<file path="src/rtl/keypad_pkg.sv">
// Shared types and timing helpers for the matrix keypad scanner.
package keypad_pkg;

  typedef enum logic [1:0] {
    ST_DRIVE,
    ST_SAMPLE,
    ST_HOLD
  } scan_state_e;

  typedef enum logic [1:0] {
    RES_NONE,
    RES_KEY,
    RES_MULTI
  } result_e;

  function automatic int ticks_for_us(input int clk_hz, input int us);
    return (clk_hz / 1000000) * us;
  endfunction

  // Saturating hit count of one full scan mapped to its scan result.
  function automatic result_e classify(input logic [1:0] hit_cnt);
    case (hit_cnt)
      2'd0:    return RES_NONE;
      2'd1:    return RES_KEY;
      default: return RES_MULTI;
    endcase
  endfunction

endpackage

</file>
<file path="src/rtl/keypad_scanner_n_if.sv">
// Keypad pin and key-event bundle between the scanner and its consumer.
interface keypad_scanner_n_if #(
  parameter int ROWS  = 4,
  parameter int COLS  = 4,
  parameter int KEY_W = $clog2(ROWS * COLS)
);
  logic [ROWS-1:0]  row;
  logic [COLS-1:0]  col;
  logic [KEY_W-1:0] key_code;
  logic             key_valid;
  logic             key_press;
  logic             key_release;
  logic             multi_key;

  modport master (
    input  row,
    output col, key_code, key_valid, key_press, key_release, multi_key
  );

  modport slave (
    output row,
    input  col, key_code, key_valid, key_press, key_release, multi_key
  );
endinterface

</file>
<file path="src/rtl/keypad_debouncer.sv">
// Scan-result debouncer: candidate/count tracking, accepted key and event pulses.
module keypad_debouncer
  import keypad_pkg::*;
#(
  parameter int KEY_W          = 4,
  parameter int DEBOUNCE_SCANS = 3
) (
  input  logic             clk,
  input  logic             rst,
  input  logic             eval_i,
  input  result_e          res_kind_i,
  input  logic [KEY_W-1:0] res_code_i,
  output logic [KEY_W-1:0] key_code_o,
  output logic             key_valid_o,
  output logic             key_press_o,
  output logic             key_release_o,
  output logic             multi_key_o
);

  if (DEBOUNCE_SCANS < 1 || DEBOUNCE_SCANS > 15) begin : g_bad_debounce
    $error("keypad_debouncer: DEBOUNCE_SCANS must be in 1..15");
  end

  localparam logic [3:0] DEB = 4'(DEBOUNCE_SCANS);

  result_e          cand_kind_q, cand_kind_d;
  logic [KEY_W-1:0] cand_code_q, cand_code_d;
  logic [3:0]       cnt_q, cnt_d;
  logic [KEY_W-1:0] code_q, code_d;
  logic             valid_q, valid_d;
  logic             press_q, press_d;
  logic             release_q, release_d;
  logic             multi_q, multi_d;
  logic             pend_q, pend_d;
  logic [KEY_W-1:0] pend_code_q, pend_code_d;
  logic             same;

  always_comb begin
    cand_kind_d = cand_kind_q;
    cand_code_d = cand_code_q;
    cnt_d       = cnt_q;
    code_d      = code_q;
    valid_d     = valid_q;
    press_d     = 1'b0;
    release_d   = 1'b0;
    multi_d     = 1'b0;
    pend_d      = 1'b0;
    pend_code_d = pend_code_q;
    same        = (res_kind_i == cand_kind_q) &&
                  (res_kind_i != RES_KEY || res_code_i == cand_code_q);

    // Second half of a direct key-to-key change: press follows the release.
    if (pend_q) begin
      code_d  = pend_code_q;
      valid_d = 1'b1;
      press_d = 1'b1;
    end

    if (eval_i) begin
      if (res_kind_i == RES_MULTI) begin
        multi_d = 1'b1;
        cnt_d   = 4'd0;
      end else begin
        if (same) begin
          cnt_d = (cnt_q >= DEB) ? DEB : cnt_q + 4'd1;
        end else begin
          cand_kind_d = res_kind_i;
          cand_code_d = res_code_i;
          cnt_d       = 4'd1;
        end
        if (cnt_d == DEB) begin
          if (cand_kind_d == RES_NONE) begin
            if (valid_q) begin
              release_d = 1'b1;
              valid_d   = 1'b0;
            end
          end else if (!valid_q) begin
            code_d  = cand_code_d;
            valid_d = 1'b1;
            press_d = 1'b1;
          end else if (cand_code_d != code_q) begin
            release_d   = 1'b1;
            valid_d     = 1'b0;
            pend_d      = 1'b1;
            pend_code_d = cand_code_d;
          end
        end
      end
    end
  end

  always_ff @(posedge clk or posedge rst) begin
    if (rst) begin
      cand_kind_q <= RES_NONE;
      cand_code_q <= '0;
      cnt_q       <= 4'd0;
      code_q      <= '0;
      valid_q     <= 1'b0;
      press_q     <= 1'b0;
      release_q   <= 1'b0;
      multi_q     <= 1'b0;
      pend_q      <= 1'b0;
      pend_code_q <= '0;
    end else begin
      cand_kind_q <= cand_kind_d;
      cand_code_q <= cand_code_d;
      cnt_q       <= cnt_d;
      code_q      <= code_d;
      valid_q     <= valid_d;
      press_q     <= press_d;
      release_q   <= release_d;
      multi_q     <= multi_d;
      pend_q      <= pend_d;
      pend_code_q <= pend_code_d;
    end
  end

  assign key_code_o    = code_q;
  assign key_valid_o   = valid_q;
  assign key_press_o   = press_q;
  assign key_release_o = release_q;
  assign multi_key_o   = multi_q;

endmodule

</file>
<file path="src/rtl/keypad_scanner_n.sv">
// Matrix keypad scanner: column drive timing, row sampling and per-scan hit accumulation.
module keypad_scanner_n
  import keypad_pkg::*;
#(
  parameter int CLK_HZ         = 100000000,
  parameter int ROWS           = 4,
  parameter int COLS           = 4,
  parameter int COL_PERIOD_US  = 1000,
  parameter int SETTLE_US      = 1,
  parameter int DEBOUNCE_SCANS = 3
) (
  input  logic              clk,
  input  logic              rst,
  keypad_scanner_n_if.master bus
);

  localparam int KEY_W        = $clog2(ROWS * COLS);
  localparam int COL_TICKS    = ticks_for_us(CLK_HZ, COL_PERIOD_US);
  localparam int SETTLE_TICKS = ticks_for_us(CLK_HZ, SETTLE_US);
  localparam int TICK_W       = (COL_TICKS > 1) ? $clog2(COL_TICKS) : 1;
  localparam int COL_W        = (COLS > 1) ? $clog2(COLS) : 1;
  localparam int ROW_W        = (ROWS > 1) ? $clog2(ROWS) : 1;

  if (SETTLE_TICKS < 1 || SETTLE_TICKS > COL_TICKS - 2) begin : g_bad_timing
    $error("keypad_scanner_n: need 1 <= SETTLE_TICKS <= COL_TICKS-2");
  end

  scan_state_e      state_q, state_d;
  logic [TICK_W-1:0] tick_q, tick_d;
  logic [COL_W-1:0] col_idx_q, col_idx_d;
  logic [COLS-1:0]  col_q, col_d;
  logic [1:0]       hit_cnt_q, hit_cnt_d;
  logic [KEY_W-1:0] first_code_q, first_code_d;
  result_e          res_kind_q, res_kind_d;
  logic [KEY_W-1:0] res_code_q, res_code_d;
  logic             eval_q, eval_d;

  logic [ROWS-1:0]  hits;
  logic [1:0]       col_hits;
  logic [ROW_W-1:0] col_first;
  logic [KEY_W-1:0] col_code;
  logic [2:0]       hit_sum;
  logic             last_tick;

  assign hits = ~bus.row;

  // Hits in the currently driven column; the lowest row wins as first hit.
  always_comb begin
    col_hits  = 2'd0;
    col_first = '0;
    for (int i = ROWS - 1; i >= 0; i--) begin
      if (hits[i]) begin
        col_first = ROW_W'(i);
        if (col_hits != 2'd2) col_hits = col_hits + 2'd1;
      end
    end
  end

  assign col_code  = KEY_W'(int'(col_first) * COLS + int'(col_idx_q));
  assign hit_sum   = {1'b0, hit_cnt_q} + {1'b0, col_hits};
  assign last_tick = (tick_q == TICK_W'(COL_TICKS - 1));

  always_comb begin
    state_d      = state_q;
    tick_d       = last_tick ? '0 : tick_q + TICK_W'(1);
    col_idx_d    = col_idx_q;
    hit_cnt_d    = hit_cnt_q;
    first_code_d = first_code_q;
    res_kind_d   = res_kind_q;
    res_code_d   = res_code_q;
    eval_d       = 1'b0;

    case (state_q)
      ST_DRIVE: begin
        if (tick_q == TICK_W'(SETTLE_TICKS - 1)) state_d = ST_SAMPLE;
      end
      ST_SAMPLE: begin
        state_d = ST_HOLD;
        if (col_hits != 2'd0) begin
          if (hit_cnt_q == 2'd0) first_code_d = col_code;
          hit_cnt_d = (hit_sum >= 3'd2) ? 2'd2 : hit_sum[1:0];
        end
      end
      ST_HOLD: begin
        if (last_tick) begin
          state_d = ST_DRIVE;
          if (col_idx_q == COL_W'(COLS - 1)) begin
            // Scan complete: hand the result over and start a fresh scan.
            col_idx_d    = '0;
            eval_d       = 1'b1;
            res_kind_d   = classify(hit_cnt_q);
            res_code_d   = first_code_q;
            hit_cnt_d    = 2'd0;
            first_code_d = '0;
          end else begin
            col_idx_d = col_idx_q + COL_W'(1);
          end
        end
      end
      default: state_d = ST_DRIVE;
    endcase

    col_d = ~(COLS'(1) << col_idx_d);
  end

  always_ff @(posedge clk or posedge rst) begin
    if (rst) begin
      state_q      <= ST_DRIVE;
      tick_q       <= '0;
      col_idx_q    <= '0;
      col_q        <= '1;
      hit_cnt_q    <= 2'd0;
      first_code_q <= '0;
      res_kind_q   <= RES_NONE;
      res_code_q   <= '0;
      eval_q       <= 1'b0;
    end else begin
      state_q      <= state_d;
      tick_q       <= tick_d;
      col_idx_q    <= col_idx_d;
      col_q        <= col_d;
      hit_cnt_q    <= hit_cnt_d;
      first_code_q <= first_code_d;
      res_kind_q   <= res_kind_d;
      res_code_q   <= res_code_d;
      eval_q       <= eval_d;
    end
  end

  assign bus.col = col_q;

  keypad_debouncer #(
    .KEY_W         (KEY_W),
    .DEBOUNCE_SCANS(DEBOUNCE_SCANS)
  ) u_debouncer (
    .clk          (clk),
    .rst          (rst),
    .eval_i       (eval_q),
    .res_kind_i   (res_kind_q),
    .res_code_i   (res_code_q),
    .key_code_o   (bus.key_code),
    .key_valid_o  (bus.key_valid),
    .key_press_o  (bus.key_press),
    .key_release_o(bus.key_release),
    .multi_key_o  (bus.multi_key)
  );

endmodule
</file>
<file path="src/flat_wrapper.sv">
// flat-port wrapper written by rule: the top's interface ports become plain ports
module keypad_scanner_n_flat import keypad_pkg::*;
#(
  parameter int CLK_HZ         = 100000000,
  parameter int ROWS           = 4,
  parameter int COLS           = 4,
  parameter int COL_PERIOD_US  = 1000,
  parameter int SETTLE_US      = 1,
  parameter int DEBOUNCE_SCANS = 3
)
  (clk, rst, bus_row, bus_col, bus_key_code, bus_key_valid, bus_key_press, bus_key_release, bus_multi_key);
  keypad_scanner_n_if #(.ROWS(ROWS), .COLS(COLS)) bus_i ();
  input  logic clk;
  input  logic rst;
  input wire logic [$bits(bus_i.row)-1:0] bus_row;
  output wire logic [$bits(bus_i.col)-1:0] bus_col;
  output wire logic [$bits(bus_i.key_code)-1:0] bus_key_code;
  output wire logic [$bits(bus_i.key_valid)-1:0] bus_key_valid;
  output wire logic [$bits(bus_i.key_press)-1:0] bus_key_press;
  output wire logic [$bits(bus_i.key_release)-1:0] bus_key_release;
  output wire logic [$bits(bus_i.multi_key)-1:0] bus_multi_key;
  assign bus_i.row = bus_row;
  assign bus_col = bus_i.col;
  assign bus_key_code = bus_i.key_code;
  assign bus_key_valid = bus_i.key_valid;
  assign bus_key_press = bus_i.key_press;
  assign bus_key_release = bus_i.key_release;
  assign bus_multi_key = bus_i.multi_key;
  keypad_scanner_n #(.CLK_HZ(CLK_HZ), .ROWS(ROWS), .COLS(COLS), .COL_PERIOD_US(COL_PERIOD_US), .SETTLE_US(SETTLE_US), .DEBOUNCE_SCANS(DEBOUNCE_SCANS)) u_core (.clk(clk), .rst(rst), .bus(bus_i));
endmodule
</file>
<file path="config.mk">
export PLATFORM = sky130hd
export DESIGN_NAME = keypad_scanner_n_flat
export DESIGN_NICKNAME = d
export VERILOG_FILES = /design/src/rtl/keypad_pkg.sv /design/src/rtl/keypad_scanner_n_if.sv /design/src/rtl/keypad_debouncer.sv /design/src/rtl/keypad_scanner_n.sv /design/src/flat_wrapper.sv
export SDC_FILE = /design/constraint.sdc
export NUM_CORES = 1
export LEC_CHECK = 0
export ABC_CLOCK_PERIOD_IN_PS = 1900
export CAP_MARGIN = 20
export CELL_PAD_IN_SITES_DETAIL_PLACEMENT = 1
export CELL_PAD_IN_SITES_GLOBAL_PLACEMENT = 2
export CORE_ASPECT_RATIO = 0.75
export CORE_MARGIN = 10
export CORE_UTILIZATION = 36
export CTS_BUF_LIST = sky130_fd_sc_hd__clkbuf_16
export CTS_CLUSTER_DIAMETER = 150
export DETAILED_ROUTE_END_ITERATION = 8
export PLACE_DENSITY = 0.78
export SYNTH_ARGS = -nofsm -noshare
export SYNTH_HDL_FRONTEND = slang
export SYNTH_HIERARCHICAL = 1
export SYNTH_SLANG_ARGS = --single-unit
</file>
<file path="constraint.sdc">
create_clock -name clk -period 1.9 [get_ports clk]
set_clock_uncertainty 0.05 [all_clocks]
set_input_delay 0.38 -clock clk [delete_from_list [all_inputs] [get_ports clk]]
set_output_delay 0.38 -clock clk [all_outputs]
set_load 0.02 [all_outputs]
</file>
=== After elaboration in Yosys (flattened, before gate mapping) ===
Index checks and enable logic that the tools add are counted.

* Register bits: 61
* Bits in latches: 0
* Memory bits (writable): 0
* Bits in read-only memories: 0
* Bits of input ports: 6
* Output and inout port bits: 12
* Word-level logic and storage cells: 143
* Memories: 0

* $add $sub $neg: 8
* Multipliers: 0
* Divide/modulo/power cells: 0
* Magnitude comparators: 2
* Eq/ne operators: 20
* Shift operators: 1
* Mux-type cells: 76
* Bitwise logic cells: 4
* Reductions and logical operators: 13

{| class="wikitable"
|+ Operator list
! cell !! number
|-
| 4-bit two-way mux || 18
|-
| 2-bit two-way mux || 22
|-
| 1-bit two-way mux || 31
|-
| 17-bit by 1-bit adder with 17-bit output (second input constant) || 1
|-
| 17-bit == test (second input constant) || 1
|-
| 17-bit by 7-bit == test with 1-bit output (second input constant) || 1
|-
| 17-bit two-way mux || 1
|-
| 2-bit by 1-bit inequality test with 1-bit output (second input constant) || 6
|-
| 4-bit inverter || 2
|-
| 2-bit case mux with 2 select lines || 2
|-
| 4-bit case mux with 2 select lines || 1
|-
| 2-bit by 1-bit adder with 2-bit output (second input constant) || 3
|-
| 2-bit == test (second input constant) || 3
|-
| 2-bit zero test || 3
|-
| 2-bit case mux with 3 select lines || 1
|-
| 6-bit AND reduction || 1
|-
| 5-bit AND reduction || 1
|-
| 4-bit by 1-bit adder with 4-bit output (second input constant) || 1
|-
| 4-bit by 2-bit adder with 4-bit output || 1
|-
| 2-bit by 1-bit == test with 1-bit output (second input constant) || 2
|-
| 4-bit by 2-bit == test with 1-bit output (second input constant) || 1
|-
| 4-bit == test || 1
|-
| 4-bit by 2-bit >= comparator with 1-bit output (second input constant) || 1
|-
| 2-bit inequality test (second input constant) || 2
|-
| other kinds (14) || 17
|}

=== Logic depth before layout (Yosys ltp) ===
* Depth after elaboration: 16
* Depth in mapped cells: 11
* Depth with buffers taken out: 11

=== Cells and area by module ===
The synthesis kept the hierarchy.

{| class="wikitable"
|+ Modules (own cells, without submodules)
! module !! instances !! cells an instance !! area each (sq um) !! sequential area each (sq um)
|-
| keypad_scanner_n || 1 || 181 || 1940.6 || 955.9
|-
| keypad_debouncer || 1 || 110 || 1253.7 || 575.6
|}

=== Worst setup path before layout ===
OpenSTA, ideal clock, no wires.

* Kind: input -> register
* Start point: input port bus_row[2]
* End point: register u_core.hit_cnt_q[1]
* Setup time: 0.129 ns
* Arrival time: 2.020 ns
* Required time: 1.721 ns
* Setup slack: -0.299 ns
* Cell stages on the path: 10
* Path buffers: 0
* Cells stage by stage: inv_1 -> ha_1 -> mux2i_1 -> ha_1 -> nor2_1 -> a21oi_1 -> ha_1 -> fa_1 -> o21ai_0 -> o21ai_0

* Longest elaborated chain between the ends: 13
* Elaborated cells on any way between the ends: 18
* Those cells by class: add/sub: 3; order compare: 1; eq/ne: 3; mux: 8; bitwise: 1; reduce/logical: 2

{| class="wikitable"
|+ RTL lines
! what !! RTL line !! source
|-
| start, declared || flat_wrapper.sv:15 || <nowiki>input wire logic [$bits(bus_i.row)-1:0] bus_row;</nowiki>
|-
| 4-bit inverter (*) || keypad_scanner_n.sv:45 || <nowiki>assign hits = ~bus.row;</nowiki>
|-
| 2-bit two-way mux (*) || keypad_scanner_n.sv:52 || <nowiki>if (hits[i]) begin</nowiki>
|-
| 2-bit by 1-bit adder with 2-bit output / 2-bit inequality test (equally long branches) || keypad_scanner_n.sv:54 || <nowiki>if (col_hits != 2'd2) col_hits = col_hits + 2'd1;</nowiki>
|-
| 2-bit two-way mux || keypad_scanner_n.sv:54 ||
|-
| 2-bit two-way mux (*) || keypad_scanner_n.sv:52 ||
|-
| 2-bit by 1-bit adder with 2-bit output / 2-bit inequality test (equally long branches) || keypad_scanner_n.sv:54 ||
|-
| 2-bit two-way mux || keypad_scanner_n.sv:54 ||
|-
| 2-bit two-way mux (*) || keypad_scanner_n.sv:52 ||
|-
| 2-bit by 2-bit adder with 3-bit output || keypad_scanner_n.sv:60 || <nowiki>assign hit_sum = {1'b0, hit_cnt_q} + {1'b0, col_hits};</nowiki>
|-
| 3-bit by 2-bit >= comparator with 1-bit output || keypad_scanner_n.sv:81 || <nowiki>hit_cnt_d = (hit_sum >= 3'd2) ? 2'd2 : hit_sum[1:0];</nowiki>
|-
| 2-bit two-way mux || keypad_scanner_n.sv:81 ||
|-
| 2-bit two-way mux || keypad_scanner_n.sv:79 || <nowiki>if (col_hits != 2'd0) begin</nowiki>
|-
| 2-bit case mux with 2 select lines || keypad_scanner_n.sv:73 || <nowiki>case (state_q)</nowiki>
|-
| end signal, assigned || keypad_scanner_n.sv:122 || <nowiki>hit_cnt_q <= hit_cnt_d;</nowiki>
|-
| end, declared || keypad_scanner_n.sv:32 || <nowiki>logic [1:0] hit_cnt_q, hit_cnt_d;</nowiki>
|}

Mark *: on every way between the ends. The rest lies on a longest branch, timed or not. The select of a mux whose other input is x is not followed.
A chain may end at the register's enable or synchronous reset.

=== Final worst setup path ===
* Start point: register u_core.u_debouncer.cnt_q[0]
* End point: register u_core.u_debouncer.valid_q (netlist: u_core/u_debouncer/key_valid_o)

* Longest elaborated chain between the ends: 9
* Elaborated cells on any way between the ends: 10
* Those cells by class: add/sub: 1; order compare: 1; eq/ne: 1; mux: 7

{| class="wikitable"
|+ RTL lines
! what !! RTL line !! source
|-
| start, declared || keypad_debouncer.sv:28 || <nowiki>logic [3:0] cnt_q, cnt_d;</nowiki>
|-
| start signal, assigned || keypad_debouncer.sv:107 || <nowiki>cnt_q <= cnt_d;</nowiki>
|-
| 4-bit by 1-bit adder with 4-bit output / 4-bit by 2-bit >= comparator with 1-bit output (equally long branches) || keypad_debouncer.sv:65 || <nowiki>cnt_d = (cnt_q >= DEB) ? DEB : cnt_q + 4'd1;</nowiki>
|-
| 4-bit two-way mux (*) || keypad_debouncer.sv:65 ||
|-
| 4-bit two-way mux (*) || keypad_debouncer.sv:64 || <nowiki>if (same) begin</nowiki>
|-
| 4-bit two-way mux (*) || keypad_debouncer.sv:60 || <nowiki>if (res_kind_i == RES_MULTI) begin</nowiki>
|-
| 4-bit two-way mux (*) || keypad_debouncer.sv:59 || <nowiki>if (eval_i) begin</nowiki>
|-
| 4-bit by 2-bit == test with 1-bit output (*) || keypad_debouncer.sv:71 || <nowiki>if (cnt_d == DEB) begin</nowiki>
|-
| 1-bit two-way mux (*) || keypad_debouncer.sv:71 ||
|-
| 1-bit two-way mux (*) || keypad_debouncer.sv:60 ||
|-
| 1-bit two-way mux (*) || keypad_debouncer.sv:59 ||
|-
| via u_core.u_debouncer.valid_d || keypad_debouncer.sv:30 || <nowiki>logic valid_q, valid_d;</nowiki>
|-
| end signal, assigned || keypad_debouncer.sv:109 || <nowiki>valid_q <= valid_d;</nowiki>
|-
| end, declared || keypad_debouncer.sv:30 ||
|}

Mark *: on every way through the listed nets, which the timed path passes. The rest lies on a longest branch. The select of a mux whose other input is x is not followed.

==> impl_metrics.csv <==
group,metric,value,unit
logic_synthesis,synth-adder-area-share,4.15,%
logic_synthesis,synth_flop_cell,"dfrtp_1",
die,dieArea,13100,sq um
cts,cts_hold_buf,0,
die,start_util,37.3,%
worst_setup_path,critical_path_class,"flip-flop to flip-flop",
placement,hpwl,6140,um
worst_setup_path,critPathArrivalTime,2220,ps
global_routing,busiest_layer,"met2",
worst_setup_path,cp_max_fo,2,
cells_and_area,fin_area,4610,sq um
global_routing,antenna_found_initial,0,
global_routing,gr-total-overflow,0,
timing,setup_viol,11,
cells_and_area,finish.net_count,409,
global_routing,grt_max_degree,39,
logic_synthesis,syn-cell-area,3190,sq um
worst_setup_path,cp_cell_sequence,"ha_4 -> or2b_1 -> a21bo_2 -> or4_4 -> o2bb2ai_2 -> a31o_2",
global_routing,grt.total_usage,13.5,%
cts,cts_root_buf,"clkbuf_16",
outcome,violations,"negative setup slack",
worst_setup_path,cp-end-kind,"flip-flop",
worst_setup_path,max_stage_delay,430,ps
logic_synthesis,yosysTopAreaCellShare,44.7,%
cts,cts_tree,"done",
placement,dpl_cell_area,4000,sq um
logic_synthesis,synth_warnings,6,
pwr,p_per_area,701,nW/um^2
logic_synthesis,synth_xor_area_share,8.58,%
cells_and_area,finalCoreUtilization,53.8,%
cts,clk_pin_slew,60,ps
die,rows,29,
worst_setup_path,cpMaxStageDelayCell,"or4_4",
drt,routedWlPerCell,16.7,um
logic_synthesis,seq_area_frac_synth,47.9,%
die,core-area,8560,sq um
timing,fin_crit,2050,ps
cts,clockBufferDepth,2,
global_routing,met3_usage,3.44,%
job,cap_violations,0,
pwr,peakVddDrop,0.565,mV
drt,ant_nets,0,
die,die_x,129,um
global_routing,grt_use_met2,19.7,%
outcome,status,"finished with violations",
logic_synthesis,ys_seq_elements,61,
pwr,power.total,0.00323,W
timing,maxSlewHeadroom,69.3,%
logic_synthesis,synth-compound-area-share,10.1,%
logic_synthesis,synth_edf_count,0,
logic_synthesis,avgSynthCellArea,11.0,sq um
worst_hold_path,hp-class,"input pin to async pin",
pwr,leakagePower,2.16,nW
timing,fmax,487,MHz
worst_setup_path,crit_required,2070,ps
cts,clock-sinks,61,
timing,period_share,108,%
cts,clk_latency,330,ps
logic_synthesis,syn_inst,291,
placement,dpl_worst_slack,-986,ps
drt,dr.first_iter.drc_count,94,
logic_synthesis,synth_cell_types,57,
global_routing,grt_pass1_vias,2747,
timing,slew_violations,0,
drt,first_pass_iters,4,
timing,fin_ws,-152,ps
die,ios,18,
placement,gp_congestion,0.793,
logic_synthesis,yosysTopAreaCell,"dfrtp_1",
logic_synthesis,synth-async-reset-ratio,100,%
cells_and_area,diodes,0,
placement,io_buffers,17,
logic_synthesis,synth_nets,307,
cts,numCtsBuffers,9,
global_routing,met1_usage,19.2,%
logic_synthesis,synthSimpleGateAreaFrac,19.4,%
drt,routed_wl,8440,um
cts,ctsHtreeMaxLevel,3,
logic_synthesis,synth.area.top_cells,"dfrtp_1, mux2_2, ha_1, dfstp_2, xnor2_1",
drt,vias,2510,
timing,tightest_slew,457,ps
timing,rsz0062_at_grt,"true",
die,chipHeight,102,um
drt,via_per_inst,4.96,
timing,hold_viol,0,
global_routing,grt_pass1_wl,14100,um
logic_synthesis,synth.area.mux_share,7.72,%
logic_synthesis,synth_top_family_by_area,"simple AND/OR/NAND/NOR gates",
cells_and_area,area_growth,44.3,%
drt,drc_errors,0,
cells_and_area,drive_gt1_share,40.5,%
worst_setup_path,cp-start-kind,"flip-flop",
==> worst paths after layout <==
| kind | start | to | slack, ps | cells past startpoint |
|---|---|---|---|---|
| worst max-delay path | u_core/u_debouncer/cnt_q[0] | u_core/u_debouncer/key_valid_o | -150 | 6 |
| worst min-delay path | rst | u_core/u_debouncer/cand_code_q[1] | 370 | 3 |
| worst max register to register | u_core/u_debouncer/cnt_q[0] | u_core/u_debouncer/key_valid_o | -150 | 6 |
| worst min register to register | u_core/first_code_q[3] | u_core/first_code_q[3] | 430 | 1 |
| max in group asynchronous | rst | u_core/bus.col[1] | 1160 | 3 |
| min in group clk | u_core/first_code_q[3] | u_core/first_code_q[3] | 430 | 1 |
==> sequential cells by signal, indices dropped and copies added (netlist names), named ones only <==
signal / cells
u_core/u_debouncer/key_press_o: 1
u_core/u_debouncer/multi_key_o: 1
u_core/u_debouncer/key_code_o: 4
u_core/res_code_q: 4
u_core/col_idx_q: 2
u_core/u_debouncer/cand_code_q: 4
u_core/res_kind_q: 2
u_core/bus.col: 4
u_core/u_debouncer/key_valid_o: 1
u_core/tick_q: 17
u_core/u_debouncer/pend_code_q: 4
u_core/eval_q: 1
u_core/u_debouncer/key_release_o: 1
u_core/u_debouncer/pend_q: 1
u_core/u_debouncer/cnt_q: 4
u_core/hit_cnt_q: 2
u_core/state_q: 2
u_core/first_code_q: 4
==> synthesized netlist by cell type (3+ instances only) <==
library cell,instances
dfrtp_1,57
a21o_1,3
o21ai_0,15
mux2_2,13
a22o_1,3
nand2_1,18
or4_1,3
nor3_1,10
or2_2,3
nor2_1,23
nor2b_1,3
ha_1,9
mux2i_1,10
nand3_1,11
nand2b_1,4
xnor2_1,12
xnor2_2,5
xor2_1,10
nand4_1,3
inv_1,14
nor4_1,4
dfstp_2,4
a21oi_1,10
==> area by class of cell <==
cell class	count	area, sq um
clock buffers	9	225
clock inverters	7	90.1
fillers	926	3950
inverters	14	72.6
multi-input cells	214	1770
flip-flops and latches	61	1530
well taps	108	135
repair buffers	93	782
==> where the power goes <==
| part | total (W) | internal, W | switching [W] |
|---|---|---|---|
| combinational | 0.000187 | 0.0000914 | 0.0000953 |
| sequential | 0.00132 | 0.00131 | 0.0000118 |
| clock | 0.00173 | 0.00114 | 0.000586 |
==> worst max-delay path, delay by kind of cell (launching register included) <==
kind            cells  cell delay, ps
compound gates      3             550
fa+ha+maj           1             280
flops               1             400
simple gates        2             670
==> routing by layer <==
metal / vias up / part of all wire (%)
met5: - / 0
met4: 0 / 1.4
met3: 10 / 3.0
met2: 32 / 42
met1: 1231 / 53
li1: 1237 / -
==> kinds of logic after synthesis <==
family	Yosys count
compound gates	48
xor+xnor	27
fa+ha+maj	10
buf+inv	17
flops	61
mux	23
simple gates	105
==> what timing repair did <==
action	4_1_cts	5_1_grt
gates resized for setup	37	29
setup endpoints to repair	17	33
setup buffers	9	6
gates cloned	1	0
pin swaps	14	10
==> cells in the final DEF, fill, tap and decap left out, types with 4 or more instances in the layout <==
cell	Yosys	routed
xor2_1	10	10
nor2_2	1	5
inv_1	14	12
clkdlybuf4s50_1	0	10
buf_4	0	73
nor3_1	10	8
nand3_1	11	11
dfstp_2	4	4
o21ai_1	1	10
o21ai_0	15	6
nand2_1	18	16
nor2_1	23	19
a21oi_1	10	7
ha_1	9	4
xnor2_2	5	5
mux2_2	13	11
dfrtp_1	57	57
xnor2_1	12	12
clkbuf_16	0	9
mux2i_1	10	9
==> stage by stage <==
stage	cells	setup TNS (ps)	hold slack [ps]
5_1_grt	506	-1510	406
4_1_cts	501	-652	383
3_3_place_gp	475	-5640	414
6_report	506	-614	371
3_5_place_dp	475	-6640	420
2_1_floorplan	291	-592	332
Note: power is estimated with default switching activity, not from simulation.
